### config.mk
export PLATFORM = sky130hd
export DESIGN_NAME = gf180mcu_fd_sc_mcu7t5v0__pwrsw_seq_flat
export DESIGN_NICKNAME = d
export VERILOG_FILES = /design/src/rtl/gf180mcu_fd_sc_mcu7t5v0__pwrsw_seq_if.sv /design/src/rtl/gf180mcu_fd_sc_mcu7t5v0__pwrsw_seq.sv /design/src/flat_wrapper.sv
export SDC_FILE = /design/constraint.sdc
export NUM_CORES = 1
export LEC_CHECK = 0
export ABC_AREA = 1
export BUFFER_PORTS_ARGS = -buffer_cell sky130_fd_sc_hd__buf_2
export CORE_MARGIN = 4
export CORE_UTILIZATION = 55
export CTS_CLUSTER_DIAMETER = 120
export DETAILED_ROUTE_END_ITERATION = 6
export PLACE_DENSITY = 0.77
export SLEW_MARGIN = 10
export SYNTH_ARGS = -nofsm -noshare
export SYNTH_HDL_FRONTEND = slang
export SYNTH_SLANG_ARGS = --single-unit
### constraint.sdc
create_clock -name CLK -period 2.4 [get_ports CLK]
set_input_delay 0.36 -clock CLK [delete_from_list [all_inputs] [get_ports CLK]]
set_output_delay 0.36 -clock CLK [all_outputs]
set_load 0.01 [all_outputs]
### src/rtl/gf180mcu_fd_sc_mcu7t5v0__pwrsw_seq_if.sv
// Power-switch sequencer request/status bundle.
//   master : domain controller side (drives PWR_REQ, and SW_FB when the
//            GF180MCU_FD_SC_MCU7T5V0__PWRSW_SEQ_FB_EN feedback option is built in)
//   slave  : sequencer side (drives SW_EN, ISO_N, PWR_ACK, BUSY)
interface gf180mcu_fd_sc_mcu7t5v0__pwrsw_seq_if #(
  parameter int unsigned N_BANKS = 8
);
  logic               PWR_REQ;
  logic [N_BANKS-1:0] SW_EN;
  logic               ISO_N;
  logic               PWR_ACK;
  logic               BUSY;
`ifdef GF180MCU_FD_SC_MCU7T5V0__PWRSW_SEQ_FB_EN
  logic               SW_FB;

  modport master (output PWR_REQ, output SW_FB,
                  input  SW_EN, input ISO_N, input PWR_ACK, input BUSY);
  modport slave  (input  PWR_REQ, input SW_FB,
                  output SW_EN, output ISO_N, output PWR_ACK, output BUSY);
`else
  modport master (output PWR_REQ,
                  input  SW_EN, input ISO_N, input PWR_ACK, input BUSY);
  modport slave  (input  PWR_REQ,
                  output SW_EN, output ISO_N, output PWR_ACK, output BUSY);
`endif
endinterface

### src/rtl/gf180mcu_fd_sc_mcu7t5v0__pwrsw_seq.sv
// Power-switch sequencer: ramps header-switch segments on one at a time
// (thermometer from bit 0) and releases isolation once all are on; ramps them
// off in reverse order with isolation asserted first.
// Ports:
//   VDD, VSS : power pins, only with USE_POWER_PINS
//   CLK      : clock, rising edge
//   RN       : asynchronous active-low reset
//   bus      : slave side of the request/status bundle
//              (PWR_REQ in; SW_EN, ISO_N, PWR_ACK, BUSY out; SW_FB in when
//               GF180MCU_FD_SC_MCU7T5V0__PWRSW_SEQ_FB_EN is defined)
// Optional feature macro: GF180MCU_FD_SC_MCU7T5V0__PWRSW_SEQ_FB_EN gates ON entry
// on a synchronized rail-good feedback.
module gf180mcu_fd_sc_mcu7t5v0__pwrsw_seq #(
  parameter int unsigned N_BANKS     = 8,
  parameter int unsigned STEP_CYCLES = 4
) (
`ifdef USE_POWER_PINS
  inout wire  VDD,
  inout wire  VSS,
`endif
  input logic CLK,
  input logic RN,
  gf180mcu_fd_sc_mcu7t5v0__pwrsw_seq_if.slave bus
);

  localparam int unsigned LVL_W  = $clog2(N_BANKS + 1);
  localparam int unsigned STEP_W = $clog2(STEP_CYCLES + 1);
  localparam logic [LVL_W-1:0]  LVL_MAX   = LVL_W'(N_BANKS);
  localparam logic [STEP_W-1:0] STEP_LAST = STEP_W'(STEP_CYCLES - 1);

  typedef enum logic [1:0] {
    ST_OFF     = 2'd0,
    ST_RAMP_UP = 2'd1,
    ST_ON      = 2'd2,
    ST_RAMP_DN = 2'd3
  } state_e;

  state_e              state_q, state_d;
  logic [LVL_W-1:0]    lvl_q, lvl_d;
  logic [STEP_W-1:0]   step_q, step_d;
  logic [N_BANKS-1:0]  sw_en_q, sw_en_d;
  logic                iso_n_q, iso_n_d;
  logic                pwr_ack_q, pwr_ack_d;
  logic                busy_q, busy_d;
  logic                step_done_c;
  logic                fb_ok_c;

`ifdef GF180MCU_FD_SC_MCU7T5V0__PWRSW_SEQ_FB_EN
  // Two-flop synchronizer for the asynchronous rail-good feedback.
  logic fb_meta_q, fb_sync_q;

  always_ff @(posedge CLK or negedge RN) begin
    if (!RN) begin
      fb_meta_q <= 1'b0;
      fb_sync_q <= 1'b0;
    end else begin
      fb_meta_q <= bus.SW_FB;
      fb_sync_q <= fb_meta_q;
    end
  end

  assign fb_ok_c = fb_sync_q;
`else
  assign fb_ok_c = 1'b1;
`endif

  assign step_done_c = (step_q == STEP_LAST);

  // Next-state, counters and registered-output values.
  always_comb begin
    state_d = state_q;
    lvl_d   = lvl_q;
    step_d  = step_q;

    unique case (state_q)
      ST_OFF: begin
        if (bus.PWR_REQ) begin
          state_d = ST_RAMP_UP;
          lvl_d   = LVL_W'(1);
          step_d  = '0;
        end
      end
      ST_RAMP_UP: begin
        // Abort wins over the step action.
        if (!bus.PWR_REQ) begin
          state_d = ST_RAMP_DN;
          step_d  = '0;
        end else if (!step_done_c) begin
          step_d = step_q + STEP_W'(1);
        end else if (lvl_q < LVL_MAX) begin
          lvl_d  = lvl_q + LVL_W'(1);
          step_d = '0;
        end else if (fb_ok_c) begin
          state_d = ST_ON;
          step_d  = '0;
        end
        // Otherwise STEP parks on its last value so ON follows the first
        // edge that sees the feedback.
      end
      ST_ON: begin
        if (!bus.PWR_REQ) begin
          state_d = ST_RAMP_DN;
          step_d  = '0;
        end
      end
      ST_RAMP_DN: begin
        if (bus.PWR_REQ) begin
          state_d = ST_RAMP_UP;
          step_d  = '0;
        end else if (!step_done_c) begin
          step_d = step_q + STEP_W'(1);
        end else begin
          step_d = '0;
          if (lvl_q <= LVL_W'(1)) begin
            lvl_d   = '0;
            state_d = ST_OFF;
          end else begin
            lvl_d = lvl_q - LVL_W'(1);
          end
        end
      end
      default: begin
        state_d = ST_OFF;
        lvl_d   = '0;
        step_d  = '0;
      end
    endcase

    for (int unsigned i = 0; i < N_BANKS; i++) begin
      sw_en_d[i] = (lvl_d > LVL_W'(i));
    end
    iso_n_d   = (state_d == ST_ON);
    pwr_ack_d = (state_d == ST_ON);
    busy_d    = (state_d == ST_RAMP_UP) || (state_d == ST_RAMP_DN);
  end

  // State and output registers; reset drops every segment at once.
  always_ff @(posedge CLK or negedge RN) begin
    if (!RN) begin
      state_q   <= ST_OFF;
      lvl_q     <= '0;
      step_q    <= '0;
      sw_en_q   <= '0;
      iso_n_q   <= 1'b0;
      pwr_ack_q <= 1'b0;
      busy_q    <= 1'b0;
    end else begin
      state_q   <= state_d;
      lvl_q     <= lvl_d;
      step_q    <= step_d;
      sw_en_q   <= sw_en_d;
      iso_n_q   <= iso_n_d;
      pwr_ack_q <= pwr_ack_d;
      busy_q    <= busy_d;
    end
  end

  assign bus.SW_EN   = sw_en_q;
  assign bus.ISO_N   = iso_n_q;
  assign bus.PWR_ACK = pwr_ack_q;
  assign bus.BUSY    = busy_q;

endmodule

### src/flat_wrapper.sv
// flat-port wrapper written by rule: the top's interface ports become plain ports
module gf180mcu_fd_sc_mcu7t5v0__pwrsw_seq_flat 
#(
  parameter int unsigned N_BANKS     = 8,
  parameter int unsigned STEP_CYCLES = 4
)
  (CLK, RN, bus_PWR_REQ, bus_SW_EN, bus_ISO_N, bus_PWR_ACK, bus_BUSY);
  gf180mcu_fd_sc_mcu7t5v0__pwrsw_seq_if #(.N_BANKS(N_BANKS)) bus_i ();
  input logic CLK;
  input logic RN;
  input wire logic [$bits(bus_i.PWR_REQ)-1:0] bus_PWR_REQ;
  output wire logic [$bits(bus_i.SW_EN)-1:0] bus_SW_EN;
  output wire logic [$bits(bus_i.ISO_N)-1:0] bus_ISO_N;
  output wire logic [$bits(bus_i.PWR_ACK)-1:0] bus_PWR_ACK;
  output wire logic [$bits(bus_i.BUSY)-1:0] bus_BUSY;
  assign bus_i.PWR_REQ = bus_PWR_REQ;
  assign bus_SW_EN = bus_i.SW_EN;
  assign bus_ISO_N = bus_i.ISO_N;
  assign bus_PWR_ACK = bus_i.PWR_ACK;
  assign bus_BUSY = bus_i.BUSY;
  gf180mcu_fd_sc_mcu7t5v0__pwrsw_seq #(.N_BANKS(N_BANKS), .STEP_CYCLES(STEP_CYCLES)) u_core (.CLK(CLK), .RN(RN), .bus(bus_i));
endmodule
=== Word level (Yosys, flattened, before mapping) ===
Index checks and enable logic that the tools add are counted.

* Bits of input ports: 3
* Bits in registers: 19
* Logic and storage cells: 54
* RAM bits: 0
* Bits in latches: 0
* Memories kept: 0
* Bits in read-only memories: 0
* Output and inout port bits: 11

* Add/subtract/negate cells: 3
* Muxes and demuxes: 23
* Eq/ne operators: 9
* Divide/modulo/power cells: 0
* Order comparisons: 10
* Shifts and indexed selects: 0
* Bitwise operators: 0
* Multipliers: 0
* Reductions and logical operators: 3

{| class="wikitable"
|+ Operators with widths
! cell !! count
|-
| two-way mux 4 bit || 7
|-
| > comparator 4 x 3 -> 1 bit, second input constant || 4
|-
| two-way mux 2 bit || 8
|-
| two-way mux 3 bit || 5
|-
| one-hot mux 3 bit (4 select lines) || 1
|-
| one-hot mux 4 bit (3 select lines) || 1
|-
| equality test 2 bit, second input constant || 4
|-
| > comparator 4 x 1 -> 1 bit, second input constant || 2
|-
| > comparator 4 x 2 -> 1 bit, second input constant || 2
|-
| one-hot mux 2 bit (4 select lines) || 1
|-
| adder 4 x 1 -> 4 bit, second input constant || 1
|-
| equality test 2 x 1 -> 1 bit, second input constant || 2
|-
| less-or-equal comparator 4 x 1 -> 1 bit, second input constant || 1
|-
| less-than comparator 4 bit, second input constant || 1
|-
| != test 2 bit, second input constant || 2
|-
| subtractor 4 x 1 -> 4 bit, second input constant || 1
|-
| adder 3 x 1 -> 3 bit, second input constant || 1
|-
| equality test 3 x 2 -> 1 bit, second input constant || 1
|-
| logical NOT 2 bit || 1
|-
| AND reduction 2 bit || 1
|-
| logical OR 1 bit || 1
|}

=== Longest topological paths before layout ===
Gate-level depths: netlist (run 1).

* Word-level depth: 7
* Depth in mapped cells: 12
* Mapped depth without buffers: 12

=== Worst setup path after synthesis (run 1) ===
Ideal clock, no wire load.

* Kind: register to register
* Start: register u_core.lvl_q[1]
* End: register u_core.sw_en_q[4], in the netlist u_core.bus.SW_EN[4]
* Buffers on the path: 0
* Stages on the path, launching flop included: 12
* Clock period less this slack: 1450 ps
* Slack: 950 ps
* Data arrival time: 1387 ps
* Library setup time: 62 ps
* Data required time: 2338 ps
* Path through: dfrtp_1 inv_1 ha_1 o21ai_2 nand2_2 nand2_4 nand2_2 nand3_1 nand2_2 nand2_2 nand2_1 inv_1

* Cells in the longest elaborated chain, start to end: 6
* Elaborated cells on any way between the ends: 13
* Those cells by class: add/sub (2); order compare (3); mux (8)

{| class="wikitable"
|+ Ends and longest elaborated chain
! element !! line !! RTL
|-
| start: declaration || gf180mcu_fd_sc_mcu7t5v0__pwrsw_seq.sv:39 || <nowiki>logic [LVL_W-1:0] lvl_q, lvl_d;</nowiki>
|-
| start signal: assignment || gf180mcu_fd_sc_mcu7t5v0__pwrsw_seq.sv:149 || <nowiki>lvl_q <= lvl_d;</nowiki>
|-
| subtractor 4 x 1 -> 4 bit, or another cell as far along || gf180mcu_fd_sc_mcu7t5v0__pwrsw_seq.sv:118 || <nowiki>lvl_d = lvl_q - LVL_W'(1);</nowiki>
|-
| two-way mux 4 bit, on equally long branches || gf180mcu_fd_sc_mcu7t5v0__pwrsw_seq.sv:114, gf180mcu_fd_sc_mcu7t5v0__pwrsw_seq.sv:90 ||
|-
| two-way mux 4 bit, on equally long branches || gf180mcu_fd_sc_mcu7t5v0__pwrsw_seq.sv:110, gf180mcu_fd_sc_mcu7t5v0__pwrsw_seq.sv:88 ||
|-
| two-way mux 4 bit, on equally long branches || gf180mcu_fd_sc_mcu7t5v0__pwrsw_seq.sv:107, gf180mcu_fd_sc_mcu7t5v0__pwrsw_seq.sv:85 ||
|-
| one-hot mux 4 bit (3 select lines) * || gf180mcu_fd_sc_mcu7t5v0__pwrsw_seq.sv:75 || <nowiki>unique case (state_q)</nowiki>
|-
| > comparator 4 x 3 -> 1 bit * || gf180mcu_fd_sc_mcu7t5v0__pwrsw_seq.sv:130 || <nowiki>sw_en_d[i] = (lvl_d > LVL_W'(i));</nowiki>
|-
| via u_core.sw_en_d[4] || gf180mcu_fd_sc_mcu7t5v0__pwrsw_seq.sv:41 || <nowiki>logic [N_BANKS-1:0] sw_en_q, sw_en_d;</nowiki>
|-
| end signal: assignment || gf180mcu_fd_sc_mcu7t5v0__pwrsw_seq.sv:151 || <nowiki>sw_en_q <= sw_en_d;</nowiki>
|-
| end: declaration || gf180mcu_fd_sc_mcu7t5v0__pwrsw_seq.sv:41 ||
|}

Mark *: on every way through the listed nets, which the timed path passes. The rest lies on a longest branch.
A chain may end at the register's enable or synchronous reset.

=== Worst setup path after layout (run 1) ===
Ends and elaborated chain as after synthesis.

==> results.toml, run 1 <==
[timing]
min_period_ps = 1640
rsz0062_at_grt = "no"
period_share_pct = 68.4
maxSlewViolCount = 0
setup_viol = 0
maxSlewHeadroom_pct = 72.9
fmax_mhz = 610
worst_pin_slew_ps = 406
skew_ps = 4.60
final.setup.tns_ps = 0
finalHoldViolCount = 0
worst_hold_slack_ps = 505
setup_ws_ps = 759

[power_and_ir_drop]
p_int_mw = 0.863
clkPwrFrac_pct = 9.8
peakVddDrop_mv = 0.746
p_seq_share_pct = 32.9
p_leak_nw = 0.665
p_sw_mw = 0.826
switching_share_pct = 48.9
power.density_nw_per_um2 = 1310
pwr-share-comb_pct = 57.3

[floorplan]
initial_core_util_pct = 58.7
die_area_um2 = 2940
die_w_um = 54.2
die_height_um = 54.2
rows = 16
io_pins = 14
core-area_um2 = 2000

[cells_and_area]
diodes = 0
fillers = 172
layout-drive-gt1-share_pct = 27.5
area_delta_synth_final_pct = 10.0
fin_util_pct = 64.6
nNetsFinal = 168

[route]
drt_iter0_drc = 37
wl_per_cell_um = 12.0
drt_first_pass_iters = 5
drc_errors = 0
vias = 948
finalWirelength_um = 2250
ant_nets = 0
viasPerCell = 5.07

[global_route]
grt_pass1_wl_um = 3860
grt_util_all_layers_pct = 18.2
grt_max_degree = 20
grt_remaining_overflow = 0
antenna_found_initial = 0
grt_pass1_vias = 892

[clocking]
clock_sinks = 19
htreeDepth = 1
cts_tree = "yes"
cts_resized = 0
clk_pin_slew_ps = 110
postCtsHoldBufs = 1
cts_root_buf = "clkbuf_4"
post_cts_buffers = 0
clk_latency_ps = 300
cts_max_path_buffers = 2
cts_buffers = 3

[synth]
synth_compound_area_share_pct = 10.0
synth-xor-area-share_pct = 0
synthMuxAreaShare_pct = 0
synthDistinctLibCells = 27
syn_inst = 144
synth-seq-cells = 19
ys_seq_area_share_pct = 40.5
synth_area_um2 = 1170
synthAdderAreaFrac_pct = 4.26
synth-simple-area-share_pct = 34.9
synth_top_family_by_area = "simple AND/OR/NAND/NOR gates"
syn_nets = 151
synth_area_per_cell_um2 = 8.16
yosysWarnings = 0

[setup_path]
critPathRequiredTime_ps = 2650
worstPathArrival_ps = 1890
rr_worst_depth = 11
cpPeakStageDelay_ps = 450
r2r_start = "u_core.lvl_q[1]"
crit_type = "register to register"
crit_chain = "inv_1, ha_1, o21ai_2, nand2_2, nand2_4, nand2_2, nand2_2, nand2_4, nand3_1, nand2_1, inv_1"
r2r_slack_ps = 760
cp-start-kind = "register"
crit_top_cell = "nand2_2"
crit_fanout = 7
cp_slowest_cell = "dfrtp_1"
rr_endpoint = "u_core.bus.SW_EN[4]"
cp-end-kind = "register"

[min_path]
hold_path.class = "input pin to asynchronous set/reset pin"

[place]
port_buffers = 13
hpwl_um = 1770
dp_slack_ps = 775
place.gp.congestion = 0.921

[flow_run]
maxCapViolations = 0

[run_status]
status = "finished clean"
[critical path: cells and delay by family (launching register included)]
kind / cells / cell delay [ps]
adders and majority gates: 1 / 230
AOI/OAI and AO/OA: 1 / 220
DFF: 1 / 450
buffers and inverters: 2 / 160
and+or+nand+nor: 7 / 540
[cell usage in the layout (no fill, tap or decap), drive strengths merged]
cell type / instances
buf: 13
o21bai: 1
clkinv: 2
o21ai: 6
o211ai: 2
nand3: 15
dlygate4sd3: 1
clkbuf: 3
a21oi: 4
nand2: 38
dfrtp: 19
o21a: 2
nor2: 19
inv: 26
nand4: 5
ha: 4
[area by class of cell]
class	count	area [um^2]	area share, %
multi-input cells	96	578	44.7
flip-flops and latches	19	475	36.8
inverters	27	103	7.94
repair buffers	14	75.1	5.81
well taps	27	33.8	2.61
clock buffers	3	22.5	1.74
clock inverters	1	5.00	0.387
[how the worst max path moves through the flow]
stage | depth (start not counted) | from | endpoint
after detailed placement | 8 | bus_PWR_REQ | u_core.bus.SW_EN[4]
after global routing | 9 | u_core.lvl_q[0] | u_core.bus.SW_EN[6]
final | 11 | u_core.lvl_q[1] | u_core.bus.SW_EN[4]
after CTS | 11 | u_core.lvl_q[1] | u_core.bus.SW_EN[4]
after global placement | 8 | bus_PWR_REQ | u_core.bus.SW_EN[4]
after floorplan | 11 | u_core.lvl_q[1] | u_core.bus.SW_EN[4]
[metrics by stage]
step / power, mW / std cells / cell area (um^2)
floorplan: 1.29 / 144 / 1170
global placement: 1.50 / 182 / 1250
detailed placement: 1.53 / 182 / 1250
CTS: 1.69 / 187 / 1290
global route: 1.84 / 187 / 1290
finish: 1.69 / 187 / 1290
[synth_stat cells (all sizes together)]
cell	number	area [um^2]
o21bai	1	11.3
nand2	38	185
nand3	15	90.1
o211ai	2	15.0
buf	2	18.8
dfrtp	19	475
o21a	2	15.0
clkinv	1	5.00
nand4	5	37.5
o21ai	6	45.0
ha	4	50.1
a21oi	4	31.3
inv	26	97.6
nor2	19	97.6
[cell families after synthesis]
group / count (synthesis)
adder cells (fa/ha/maj): 4
AND/OR/NAND/NOR: 77
flip-flops: 19
buffers and inverters: 29
AO/OA/AOI/OAI: 15
[routing by layer]
layer | vias up | GRT usage [%] | share of wire (%)
met3 | 5 | 2.45 | 5.5
met2 | 29 | 28.1 | 45
met4 | 0 | 7.05 | 1.2
li1 | 487 | - | -
met5 | - | 0 | 0
met1 | 427 | 25.6 | 48
[power by group through the flow]
stage	Clock [mW]	Sequential, mW	Combinational, mW
finish	0.165	0.556	0.968
global route	0.178	0.577	1.09
CTS	0.171	0.555	0.969
detailed placement	0	0.562	0.964
global placement	0	0.554	0.949
floorplan	0	0.585	0.709
[sequential cells by signal, indices dropped and copies added, names as in the netlist]
name              cells
u_core.bus.BUSY       1
u_core.bus.ISO_N      1
u_core.bus.SW_EN      8
u_core.lvl_q          4
u_core.state_q        2
u_core.step_q         3
(Power assumes the default switching activity.)
==> run 2: changes to the inputs <==
--- a/config.mk
+++ b/config.mk
@@ -5,13 +5,13 @@
 export SDC_FILE = /design/constraint.sdc
 export NUM_CORES = 1
 export LEC_CHECK = 0
-export ABC_AREA = 1
+export ABC_AREA = 0
 export BUFFER_PORTS_ARGS = -buffer_cell sky130_fd_sc_hd__buf_2
 export CORE_MARGIN = 4
-export CORE_UTILIZATION = 55
+export CORE_UTILIZATION = 50
 export CTS_CLUSTER_DIAMETER = 120
 export DETAILED_ROUTE_END_ITERATION = 6
-export PLACE_DENSITY = 0.77
+export PLACE_DENSITY = 0.74
 export SLEW_MARGIN = 10
 export SYNTH_ARGS = -nofsm -noshare
 export SYNTH_HDL_FRONTEND = slang
==> constraint.sdc (replaced) <==
create_clock -name CLK -period 1.4 [get_ports CLK]
set_input_delay 0.21 -clock CLK [delete_from_list [all_inputs] [get_ports CLK]]
set_output_delay 0.21 -clock CLK [all_outputs]
set_load 0.01 [all_outputs]
==> run 2 against run 1 <==
- the flow now finishes with violations (setup timing)
- hold slack worse by 160 ps
- combinational power up 75%
- clock skew down 3.4 ps
- final cell count down 4.3%
- die area up 1.7%
- setup slack worse by 1200 ps
- clock power up 77%
- critical path type unchanged
- largest cell class unchanged
==> results.toml, run 2 <==
[run_status]
status = "finished with violations"
violations = "setup timing"

[clocking]
htreeDepth = 1
cts_root_buf = "clkbuf_4"
clk_pin_slew_ps = 110
cts_max_path_buffers = 2
clock_sinks = 19
cts_tree = "yes"
cts_buffers = 3
clk_latency_ps = 310

[synth]
syn_nets = 115
synthDistinctLibCells = 46
async_reset_ff_share_pct = 100
synth_area_leaders = "dfrtp_1 44%, ha_1 4.6%, nor2b_1 3.4%"
synth_top_cell_by_area = "dfrtp_1"
ys_seq_area_share_pct = 43.6
synthTopCellsByCount = "19 x dfrtp_1, 8 x inv_1, 8 x nand2_1, 6 x nor2b_1, 5 x nor2_1"
synth_area_per_cell_um2 = 10.1
yosys.area.top_type_share_pct = 43.6
syn_inst = 108
synth.most_common_cell = "dfrtp_1"
yosysWarnings = 0
synth-seq-cells = 19
synth_area_um2 = 1090
synthFlopType = "dfrtp_1"
synth_edf_count = 0

[cells_and_area]
diodes = 0
final_cell_mix = "26 x buf_4, 16 x dfrtp_1, 13 x buf_2"
layout-drive-gt1-share_pct = 58.6
area_delta_synth_final_pct = 49.5
nNetsFinal = 160
largest_register_ffs = 8
multi_input_area_um2 = 702
fillers = 110
layout_commonest_cell = "buf_4"
ff_latch_area_um2 = 479

[route]
wl_per_cell_um = 20.0
ant_nets = 0
drt_first_pass_iters = 4
finalWirelength_um = 3570
drt_iter0_drc = 40
drc_errors = 0
route.met3.wl_um = 213
drt-met1-wl_um = 1300
viasPerCell = 5.94
vias = 1064
dr_wl_met2_um = 1850
route.top_layer_used = "met4"

[floorplan]
die_area_um2 = 2990
die_height_um = 54.7
io_pins = 14
core-area_um2 = 2020
initial_core_util_pct = 53.9
rows = 16
die_w_um = 54.7

[global_route]
grt_remaining_overflow = 0
grt_pass1_wl_um = 5080
antenna_found_initial = 0
grt_util_all_layers_pct = 24.9
grt_max_degree = 20
grt_pass1_vias = 1067

[setup_path]
worstPathArrival_ps = 2030
r2r_start = "u_core.step_q[0]"
crit_chain = "ha_4, nor3b_4, o311ai_4, a31o_2, buf_4, o31ai_1"
crit_start = "u_core.step_q[0]"
cpPeakStageDelay_ps = 420
cp-end-kind = "register"
crit_type = "register to register"
critPathRequiredTime_ps = 1620
crit_fanout = 6
cp-start-kind = "register"
cp_slowest_cell = "dfrtp_1"
rr_worst_depth = 6
rr_endpoint = "u_core.bus.SW_EN[6]"
r2r_slack_ps = -410
crit_end = "u_core.bus.SW_EN[6]"

[min_path]
hold_path.class = "input pin to register"

[timing]
maxSlewViolCount = 0
maxSlewHeadroom_pct = 70.2
setup_ws_ps = -409
rsz0062_at_grt = "yes"
worst_pin_slew_ps = 447
setup_viol = 18
finalHoldViolCount = 0
min_period_ps = 1810
period_share_pct = 129
skew_ps = 1.24
fmax_mhz = 553

[power_and_ir_drop]
power.density_nw_per_um2 = 1770
p_leak_nw = 0.690
fin_total_pwr_mw = 2.88
peakVddDrop_mv = 1.16

[place]
place.gp.congestion = 0.869
dp_slack_ps = -405
hpwl_um = 1950
port_buffers = 13

[flow_run]
maxCapViolations = 0
==> run 2: cell count changes after synthesis, sizes merged, moves of 3 or more <==
cell,before,now
nand2,38,8
nor3b,0,3
nand3,15,1
nand4,5,0
nor2b,0,6
inv,26,10
buf,2,6
nor2,19,6
nor3,0,4
==> run 2: per-layer routing <==
metal	global-route usage [%]	vias up
met1	29.2	508
li1	-	468
met2	42.7	65
met4	16.2	0
met3	2.45	23
met5	0	-
==> run 2: what timing repair did <==
action	4_1_cts	5_1_grt
setup endpoints to repair	19	19
hold buffers	1	0
pin swaps	8	6
gates resized for setup	21	26
endpoints found under the hold margin	19	0
setup buffers	9	6
==> run 2: area by class of cell <==
class                   count  share of cell area (%)
clock buffers               3                    1.38
clock inverters             1                   0.307
inverters                  10                    2.30
multi-input cells          72                    43.1
flip-flops and latches     19                    29.4
well taps                  27                    2.07
repair buffers             47                    21.4
==> run 2: worst max-delay path, delay by kind of cell (launching register included) <==
family | cells | cell delay [ps]
AOI/OAI and AO/OA | 3 | 690
DFF | 1 | 420
and+or+nand+nor | 1 | 280
adders and majority gates | 1 | 190
buffers and inverters | 1 | 140
==> run 2: kinds of logic (layout without fill, tap and decap cells) <==
kind of cell | count (synthesis) | in the layout | share of synthesized area (%)
AO/OA/AOI/OAI | 24 | 24 | 17.0
flip-flops | 19 | 19 | 43.6
multiplexers | 2 | 2 | 1.84
AND/OR/NAND/NOR | 42 | 42 | 25.4
adder cells (fa/ha/maj) | 4 | 4 | 4.59
buffers and inverters | 17 | 61 | 7.58
==> run 2: worst min-delay path by stage <==
stage,to,slack [ps],start,depth (start not counted)
6_report,u_core.bus.ISO_N,350,bus_PWR_REQ,3
2_1_floorplan,u_core.bus.BUSY,-90,RN,0
3_3_place_gp,u_core.bus.BUSY,160,RN,1
5_1_grt,u_core.bus.ISO_N,360,bus_PWR_REQ,3
3_5_place_dp,u_core.step_q[0],170,RN,1
4_1_cts,u_core.bus.ISO_N,340,bus_PWR_REQ,3
==> run 2: metrics by stage <==
stage,instance area [um^2],setup TNS (ps),util [%],std cells,hold slack (ps)
6_report,1630,-4670,80.6,179,347
5_1_grt,1630,-6070,80.6,179,356
4_1_cts,1490,-4310,73.8,173,336
3_5_place_dp,1290,-4170,63.7,159,175
3_3_place_gp,1290,-2850,63.7,159,165
2_1_floorplan,1100,-1260,-,108,-85.6
==> run 2: power by group <==
| group | switching [mW] | internal (mW) |
|---|---|---|
| Clock | 0.185 | 0.107 |
| Sequential | 0.184 | 0.710 |
| Combinational | 0.836 | 0.855 |
| Total | 1.20 | 1.67 |
